--- src/rtl/vis_fetch_if.sv ---
// Wishbone-classic read port between the SPI bus master and the visibility fetch stage.
// The SPI slave drives the request side, and the fetch stage returns the ack and the cached visibility.
interface vis_fetch_if #(
  parameter int WIDTH = 32
);
  logic             cyc_i;
  logic             stb_i;
  logic             we_i;
  logic [15:0]      adr_i;
  logic             ack_o;
  logic [WIDTH-1:0] real_o;
  logic [WIDTH-1:0] imag_o;

  modport slave (
    input  cyc_i, stb_i, we_i, adr_i,
    output ack_o, real_o, imag_o
  );

  modport master (
    output cyc_i, stb_i, we_i, adr_i,
    input  ack_o, real_o, imag_o
  );
endinterface

--- src/rtl/vis_fetch.sv ---
// Visibility read-out stage: serves Wishbone reads from the double-banked correlator SRAM
// through a one-entry cache, and owns the bank-swap handshake with the correlator.
module vis_fetch #(
  parameter int ABITS = 13,
  parameter int WIDTH = 32
) (
  input  logic               clock,
  input  logic               reset_n,
  vis_fetch_if.slave         wb,
  output logic               sram_rd_o,
  output logic [ABITS:0]     sram_adr_o,
  input  logic [2*WIDTH-1:0] sram_dat_i,
  input  logic               swap_req_i,
  output logic               swap_ack_o,
  output logic               bank_o,
  output logic               avail_o,
  output logic               overrun_o
);

  typedef enum logic [1:0] {
    S_IDLE,
    S_FETCH,
    S_LATCH,
    S_ACK
  } state_t;

  state_t           state;
  logic             pending;
  logic             tag_valid;
  logic [ABITS-1:0] tag;

  logic [ABITS-1:0] idx;
  logic             req;
  logic             hit;
  logic             do_swap;

  assign idx     = wb.adr_i[ABITS-1:0];
  assign req     = wb.cyc_i && wb.stb_i;
  assign hit     = tag_valid && (tag == idx);
  // The frame may only flip between bus cycles, so the host never sees a torn frame.
  assign do_swap = (state == S_IDLE) && pending && !wb.cyc_i;

  // NOTE: every register is assigned with <= so all updates take effect together at the clock edge.
  always_ff @(posedge clock or negedge reset_n) begin
    if (!reset_n) begin
      state      <= S_IDLE;
      wb.ack_o   <= 1'b0;
      wb.real_o  <= '0;
      wb.imag_o  <= '0;
      sram_rd_o  <= 1'b0;
      sram_adr_o <= '0;
      swap_ack_o <= 1'b0;
      bank_o     <= 1'b0;
      avail_o    <= 1'b0;
      overrun_o  <= 1'b0;
      pending    <= 1'b0;
      tag_valid  <= 1'b0;
      tag        <= '0;
    end else begin
      // NOTE: pulse outputs default low each cycle and are raised only where a branch needs them.
      wb.ack_o   <= 1'b0;
      sram_rd_o  <= 1'b0;
      swap_ack_o <= 1'b0;

      case (state)
        S_IDLE: begin
          if (do_swap) begin
            state <= S_IDLE;
          end else if (req && wb.we_i) begin
            // A write is the host's "frame consumed" acknowledgement.
            wb.ack_o  <= 1'b1;
            avail_o   <= 1'b0;
            overrun_o <= 1'b0;
            state     <= S_ACK;
          end else if (req && hit) begin
            wb.ack_o <= 1'b1;
            state    <= S_ACK;
          end else if (req) begin
            sram_rd_o  <= 1'b1;
            sram_adr_o <= {bank_o, idx};
            state      <= S_FETCH;
          end
        end
        S_FETCH: begin
          state <= S_LATCH;
        end
        S_LATCH: begin
          wb.real_o <= sram_dat_i[2*WIDTH-1:WIDTH];
          wb.imag_o <= sram_dat_i[WIDTH-1:0];
          tag       <= sram_adr_o[ABITS-1:0];
          tag_valid <= 1'b1;
          wb.ack_o  <= 1'b1;
          state     <= S_ACK;
        end
        S_ACK: begin
          state <= S_IDLE;
        end
        default: begin
          state <= S_IDLE;
        end
      endcase

      // Placed after the bus case so a request arriving alongside a frame-consumed write still flags overrun.
      if (do_swap) begin
        bank_o     <= ~bank_o;
        tag_valid  <= 1'b0;
        avail_o    <= 1'b1;
        swap_ack_o <= 1'b1;
        pending    <= swap_req_i;
      end else if (swap_req_i) begin
        if (pending) begin
          overrun_o <= 1'b1;
        end
        pending <= 1'b1;
      end
    end
  end

endmodule

--- src/flat_wrapper.sv ---
// flat-port wrapper written by rule: the top's interface ports become plain ports
module vis_fetch_flat 
#(
  parameter int ABITS = 13,
  parameter int WIDTH = 32
)
  (clock, reset_n, sram_rd_o, sram_adr_o, sram_dat_i, swap_req_i, swap_ack_o, bank_o, avail_o, overrun_o, wb_cyc_i, wb_stb_i, wb_we_i, wb_adr_i, wb_ack_o, wb_real_o, wb_imag_o);
  vis_fetch_if #(.WIDTH(WIDTH)) wb_i ();
  input  logic clock;
  input  logic reset_n;
  output logic sram_rd_o;
  output logic [ABITS:0] sram_adr_o;
  input  logic [2*WIDTH-1:0] sram_dat_i;
  input  logic swap_req_i;
  output logic swap_ack_o;
  output logic bank_o;
  output logic avail_o;
  output logic overrun_o;
  input wire logic [$bits(wb_i.cyc_i)-1:0] wb_cyc_i;
  input wire logic [$bits(wb_i.stb_i)-1:0] wb_stb_i;
  input wire logic [$bits(wb_i.we_i)-1:0] wb_we_i;
  input wire logic [$bits(wb_i.adr_i)-1:0] wb_adr_i;
  output wire logic [$bits(wb_i.ack_o)-1:0] wb_ack_o;
  output wire logic [$bits(wb_i.real_o)-1:0] wb_real_o;
  output wire logic [$bits(wb_i.imag_o)-1:0] wb_imag_o;
  assign wb_i.cyc_i = wb_cyc_i;
  assign wb_i.stb_i = wb_stb_i;
  assign wb_i.we_i = wb_we_i;
  assign wb_i.adr_i = wb_adr_i;
  assign wb_ack_o = wb_i.ack_o;
  assign wb_real_o = wb_i.real_o;
  assign wb_imag_o = wb_i.imag_o;
  vis_fetch #(.ABITS(ABITS), .WIDTH(WIDTH)) u_core (.clock(clock), .reset_n(reset_n), .wb(wb_i), .sram_rd_o(sram_rd_o), .sram_adr_o(sram_adr_o), .sram_dat_i(sram_dat_i), .swap_req_i(swap_req_i), .swap_ack_o(swap_ack_o), .bank_o(bank_o), .avail_o(avail_o), .overrun_o(overrun_o));
endmodule
--- config.mk ---
export PLATFORM = sky130hd
export DESIGN_NAME = vis_fetch_flat
export DESIGN_NICKNAME = d
export VERILOG_FILES = /design/src/rtl/vis_fetch_if.sv /design/src/rtl/vis_fetch.sv /design/src/flat_wrapper.sv
export SDC_FILE = /design/constraint.sdc
export NUM_CORES = 1
export LEC_CHECK = 0
export ABC_AREA = 1
export BUFFER_PORTS_ARGS = -buffer_cell sky130_fd_sc_hd__buf_2
export CAP_MARGIN = 10
export CORE_ASPECT_RATIO = 0.9
export CORE_UTILIZATION = 35
export CTS_BUF_LIST = sky130_fd_sc_hd__clkbuf_8
export DETAILED_ROUTE_END_ITERATION = 6
export GPL_TIMING_DRIVEN = 0
export PLACE_DENSITY = 0.71
export SYNTH_ARGS = -nofsm -noshare
export SYNTH_HDL_FRONTEND = slang
export SYNTH_SLANG_ARGS = --single-unit
--- constraint.sdc ---
create_clock -name clock -period 3.5 [get_ports clock]
set_input_delay 0.525 -clock clock [delete_from_list [all_inputs] [get_ports clock]]
set_output_delay 0.525 -clock clock [all_outputs]
set_load 0.01 [all_outputs]
After elaboration in Yosys (flattened, before gate mapping):

Cells that the tools add are included.
Widths: inputs -> output; s select.

* flip-flop bits (word level): 101
* input bits: 86
* output and inout port bits: 84
* word-level logic and storage cells: 64

* equal/unequal tests: 5
* mux-type cells: 28
* bitwise gates (word level): 4
* reduce and logical (&&, ||, !) cells: 14

Operators with widths (count)
* $mux 1: 22
* $eq 13x13->1: 1
* $mux 2: 4
* $pmux 2 s4: 1
* $reduce_bool 2->1: 4
* $logic_and 1x1->1: 6
* $ne 5x3->1 const B: 1
* $reduce_and 5->1: 1
* $eq 2x2->1 const B: 2
* $not 1->1: 4
* $eq 2x1->1 const B: 1
* $logic_not 2->1: 1
* $pmux 1 s2: 1
* $reduce_and 2->1: 1
* $logic_not 1->1: 1

Depth between registers and ports, before layout:

* depth after elaboration: 8
* mapped depth: 11
* depth with buffers taken out: 11

Worst setup path after synthesis:

OpenSTA, ideal clock, no wires.

* path type: register to register
* start: register u_core.state[0]
* end: register u_core.sram_adr_o[12]
* library setup time: 0.118 ns
* data arrival time: 1.268 ns
* data required time: 3.382 ns
* slack: 2.114 ns
* cell stages (with the launch flop): 9
* buffers on the path: 1
* clock period less this slack: 1.386 ns
* cell sequence: dfrtp_1 > inv_1 > ha_1 > inv_1 > nor2_1 > nand3_4 > buf_6 > nand2_1 > o21ai_2

* longest elaborated chain between the ends: 5

RTL lines
* from (decl): line vis_fetch.sv:27 `state_t state;`
* from (signal assigned): line vis_fetch.sv:46 `state <= S_IDLE;`
* from (signal assigned): line vis_fetch.sv:68 `state <= S_IDLE;`
* from (signal assigned): line vis_fetch.sv:74 `state <= S_ACK;`
* $logic_not 2->1 (*): line vis_fetch.sv:41, vis_fetch.sv:65
* $logic_and 1x1->1 (2 in series): line vis_fetch.sv:41 `assign do_swap = (state == S_IDLE) && pending && !wb.cyc_i;`
* $not 1->1 (no line)
* $reduce_and 5->1 (no line) (*)
* to (signal assigned): line vis_fetch.sv:80 `sram_adr_o <= {bank_o, idx};`
* to (decl): line vis_fetch.sv:11 `output logic [ABITS:0] sram_adr_o,`

Mark *: on every way between the ends. The rest lies on a longest branch, timed or not.
A chain may end at the register's enable or synchronous reset.

Final worst setup path:

* start: register u_core.state[0]
* end: register u_core.state[0]

* longest elaborated chain between the ends: 5
* elaborated cells between the ends (all ways): 9
* classes of those cells: eq/ne: 4; mux: 2; reduce/logical: 3

RTL lines
* $logic_not 2->1: line vis_fetch.sv:41, vis_fetch.sv:65
* $logic_and 1x1->1 (2 in series): line vis_fetch.sv:41
* $mux 2: line vis_fetch.sv:67 `if (do_swap) begin`
* $pmux 2 s4: line vis_fetch.sv:65 `case (state)`

Several ways; a longest one is shown, not always the timed one.

==> impl_metrics.ini <==
[layout]
area_growth_pct = 31.0
drive_gt1_frac = 0.311
nFillCells = 1157
fin_area_um2 = 5410
final_cells = 821
final_util = 0.471
nets = 749
diodes = 0

[global_route]
grt_busiest_layer = met2
met2_usage = 0.291
grt_pass1_vias = 3583
grtUsageTotal = 0.178
grt_overflow = 0
grt_pass1_wl_mm = 16.6
antenna_found_initial = 0
gr-usage-met1 = 0.221
grt_max_degree = 73
gr-usage-met3 = 0.0441

[clock_tree]
htreeDepth = 3
cts_resized = 0
cts_made_buffers = 9
cts.sinks = 101
root_buffer = clkbuf_8
clkTransAtPathRegs_ns = 0.09
clk_path_buf_depth = 2
ctsHoldBuffers = 0
clk_latency_ns = 0.37
postCtsSetupBuffers = 0
cts_tree = done

[timing]
fmax_mhz = 569
finalSetupTns_ns = 0
drv_slew = 0
period_share = 0.502
rsz0062_at_grt = false
holdWs_ns = 0.0748
fin_ws_ns = 1.74
fin_worst_skew_ns = 0.00822
tightest_slew_ns = 0.526
hold_viol_final = 0
relSlewSlack = 0.649
layout_min_cycle_time_ns = 1.76
setup_violations = 0

[synthesis]
ys_ff_latch = 101
postSynthCellCount = 482
yosys_warnings = 0
syn_area_um2 = 4130
syn_avg_cell_area_um2 = 8.57
synth-seq-area-share = 0.612
yosysUniqueCellTypes = 22
syn_nets = 571

[pwr]
power_mw = 4.88
p_leak_nw = 3.13
powerDensity_nw_per_um2 = 902
ir_worst_vdd_v = 0.000367

[critical_path]
r2r_start = u_core.state[0]$_DFFE_PN0P_
rr_endpoint = u_core.state[0]$_DFFE_PN0P_
crit_path_max_fanout = 10
crit_family = buffers and inverters
r2r_setup_slack_ns = 1.74
path_class = flip-flop to flip-flop
critPathBufInv = 3
cp.required_ns = 3.79
critPathSlowestCell = clkbuf_1
end_kind = flip-flop
cpPeakStageDelay_ns = 0.44
cp.arrival_ns = 2.05
worst_r2r_path_depth = 8
critPathLaunchType = flip-flop
path_cells = inv_1, ha_1, buf_2, clkbuf_1, nand2_1, o21ai_0, nand2_1, o21ai_0

[run_status]
status = finished, final reports clean

[floorplanning]
io_pins = 170
chipHeight_um = 105
start_util = 0.360
die_w_um = 117
rows = 37
core_area_um2 = 11500
dieArea_um2 = 12200

[drt]
drt_wl_total_mm = 10.2
drc_errors = 0
vias_per_cell = 4.34
post_drt_wl_per_cell_um = 12.5
first_iter_violations = 189
drtPass1Iterations = 4
ant_nets = 0
vias = 3561

[placed_design]
hpwl_mm = 7.66
dp_cells = 805
gp_congestion = 0.773
portBuffers = 166
dp_slack_ns = 1.73
place_area_um2 = 5190

[hold_path]
hold_class = primary input to async pin

[job]
cap_viol_max_count = 0
-- synth_stat cells, drive strengths merged --
library cell    n  area, um2
xnor2           2       17.5
xor2            1       8.76
o31ai           1       7.51
a21oi           1       5.00
nand2         276       1050
o21ai          27        158
nand3           4       32.5
clkbuf         10       37.5
buf             9       58.8
inv            33        124
nor2           13       53.8
nor3            1       16.3
dfrtp         101       2530
ha              3       37.5
-- worst reg2reg max path: stages, from the launching register on --
cell and delay (ns):
dfrtp_1 0.37, inv_1 0.12, ha_1 0.15, buf_2 0.24
clkbuf_1 0.44, nand2_1 0.10, o21ai_0 0.10, nand2_1 0.09
o21ai_0 0.09
-- per-layer routing --
layer | vias up | part of all wire
li1 | 1803 | -
met4 | 0 | 0.019
met3 | 14 | 0.056
met1 | 1640 | 0.45
met5 | - | 0
met2 | 104 | 0.48
-- layout by cell type (no fill, tap or decap), types with 2 or more instances in the layout --
cell type and count:
dfrtp_1 101, nor2_1 11, inv_2 4, clkbuf_1 10
buf_1 2, ha_1 3, buf_2 170, clkbuf_8 11
xnor2_1 2, bufinv_16 2, nor2_2 2, nand2_2 4
inv_1 30, clkinv_2 2, nand3_1 3, o21ai_2 6
nand2_1 272, o21ai_0 21
-- registers in the layout, summed over array words and instances, names as in the netlist, 2 cells and up --
signal,flops
u_core.sram_adr_o,14
u_core.tag,13
u_core.state,2
u_core.wb.real_o,32
u_core.wb.imag_o,32
-- final cells by class --
class	count	area [um2]	share of cell area
repair buffers	167	861	0.159
inverters	33	124	0.0229
clock buffers	11	151	0.0280
clock inverters	5	73.8	0.0136
well taps	156	195	0.0361
multi-input cells	329	1380	0.255
plain buffers	19	96.3	0.0178
flip-flops and latches	101	2530	0.467
-- where the power goes --
part	leakage [nW]	internal, mW	total, mW	switching [mW]
combinational	1.76	0.763	2.04	1.27
clock	0.121	0.437	0.826	0.389
sequential	1.25	1.72	2.02	0.298
total	3.13	2.92	4.88	1.96
-- worst max-delay path by stage --
stage,from,end,slack [ns],depth (start not counted)
2_1_floorplan,u_core.state[0]$_DFFE_PN0P_,u_core.sram_adr_o[12]$_DFFE_PN0P_,2.11,8
3_3_place_gp,reset_n,u_core.wb.imag_o[19]$_DFFE_PN0P_,0.83,1
3_5_place_dp,u_core.state[0]$_DFFE_PN0P_,u_core.state[0]$_DFFE_PN0P_,1.73,8
4_1_cts,u_core.state[0]$_DFFE_PN0P_,u_core.state[0]$_DFFE_PN0P_,1.69,8
5_1_grt,u_core.state[0]$_DFFE_PN0P_,u_core.state[0]$_DFFE_PN0P_,1.60,8
6_report,u_core.state[0]$_DFFE_PN0P_,u_core.state[0]$_DFFE_PN0P_,1.74,8
-- cell families after synthesis --
group / Yosys count / synth area share
AND/OR/NAND/NOR: 294 / 0.278
adder cells (fa/ha/maj): 3 / 0.00909
XOR/XNOR: 3 / 0.00636
AO/OA/AOI/OAI: 29 / 0.0412
buffers and inverters: 52 / 0.0533
flip-flops: 101 / 0.612
Power figures use the tool's default switching activity.
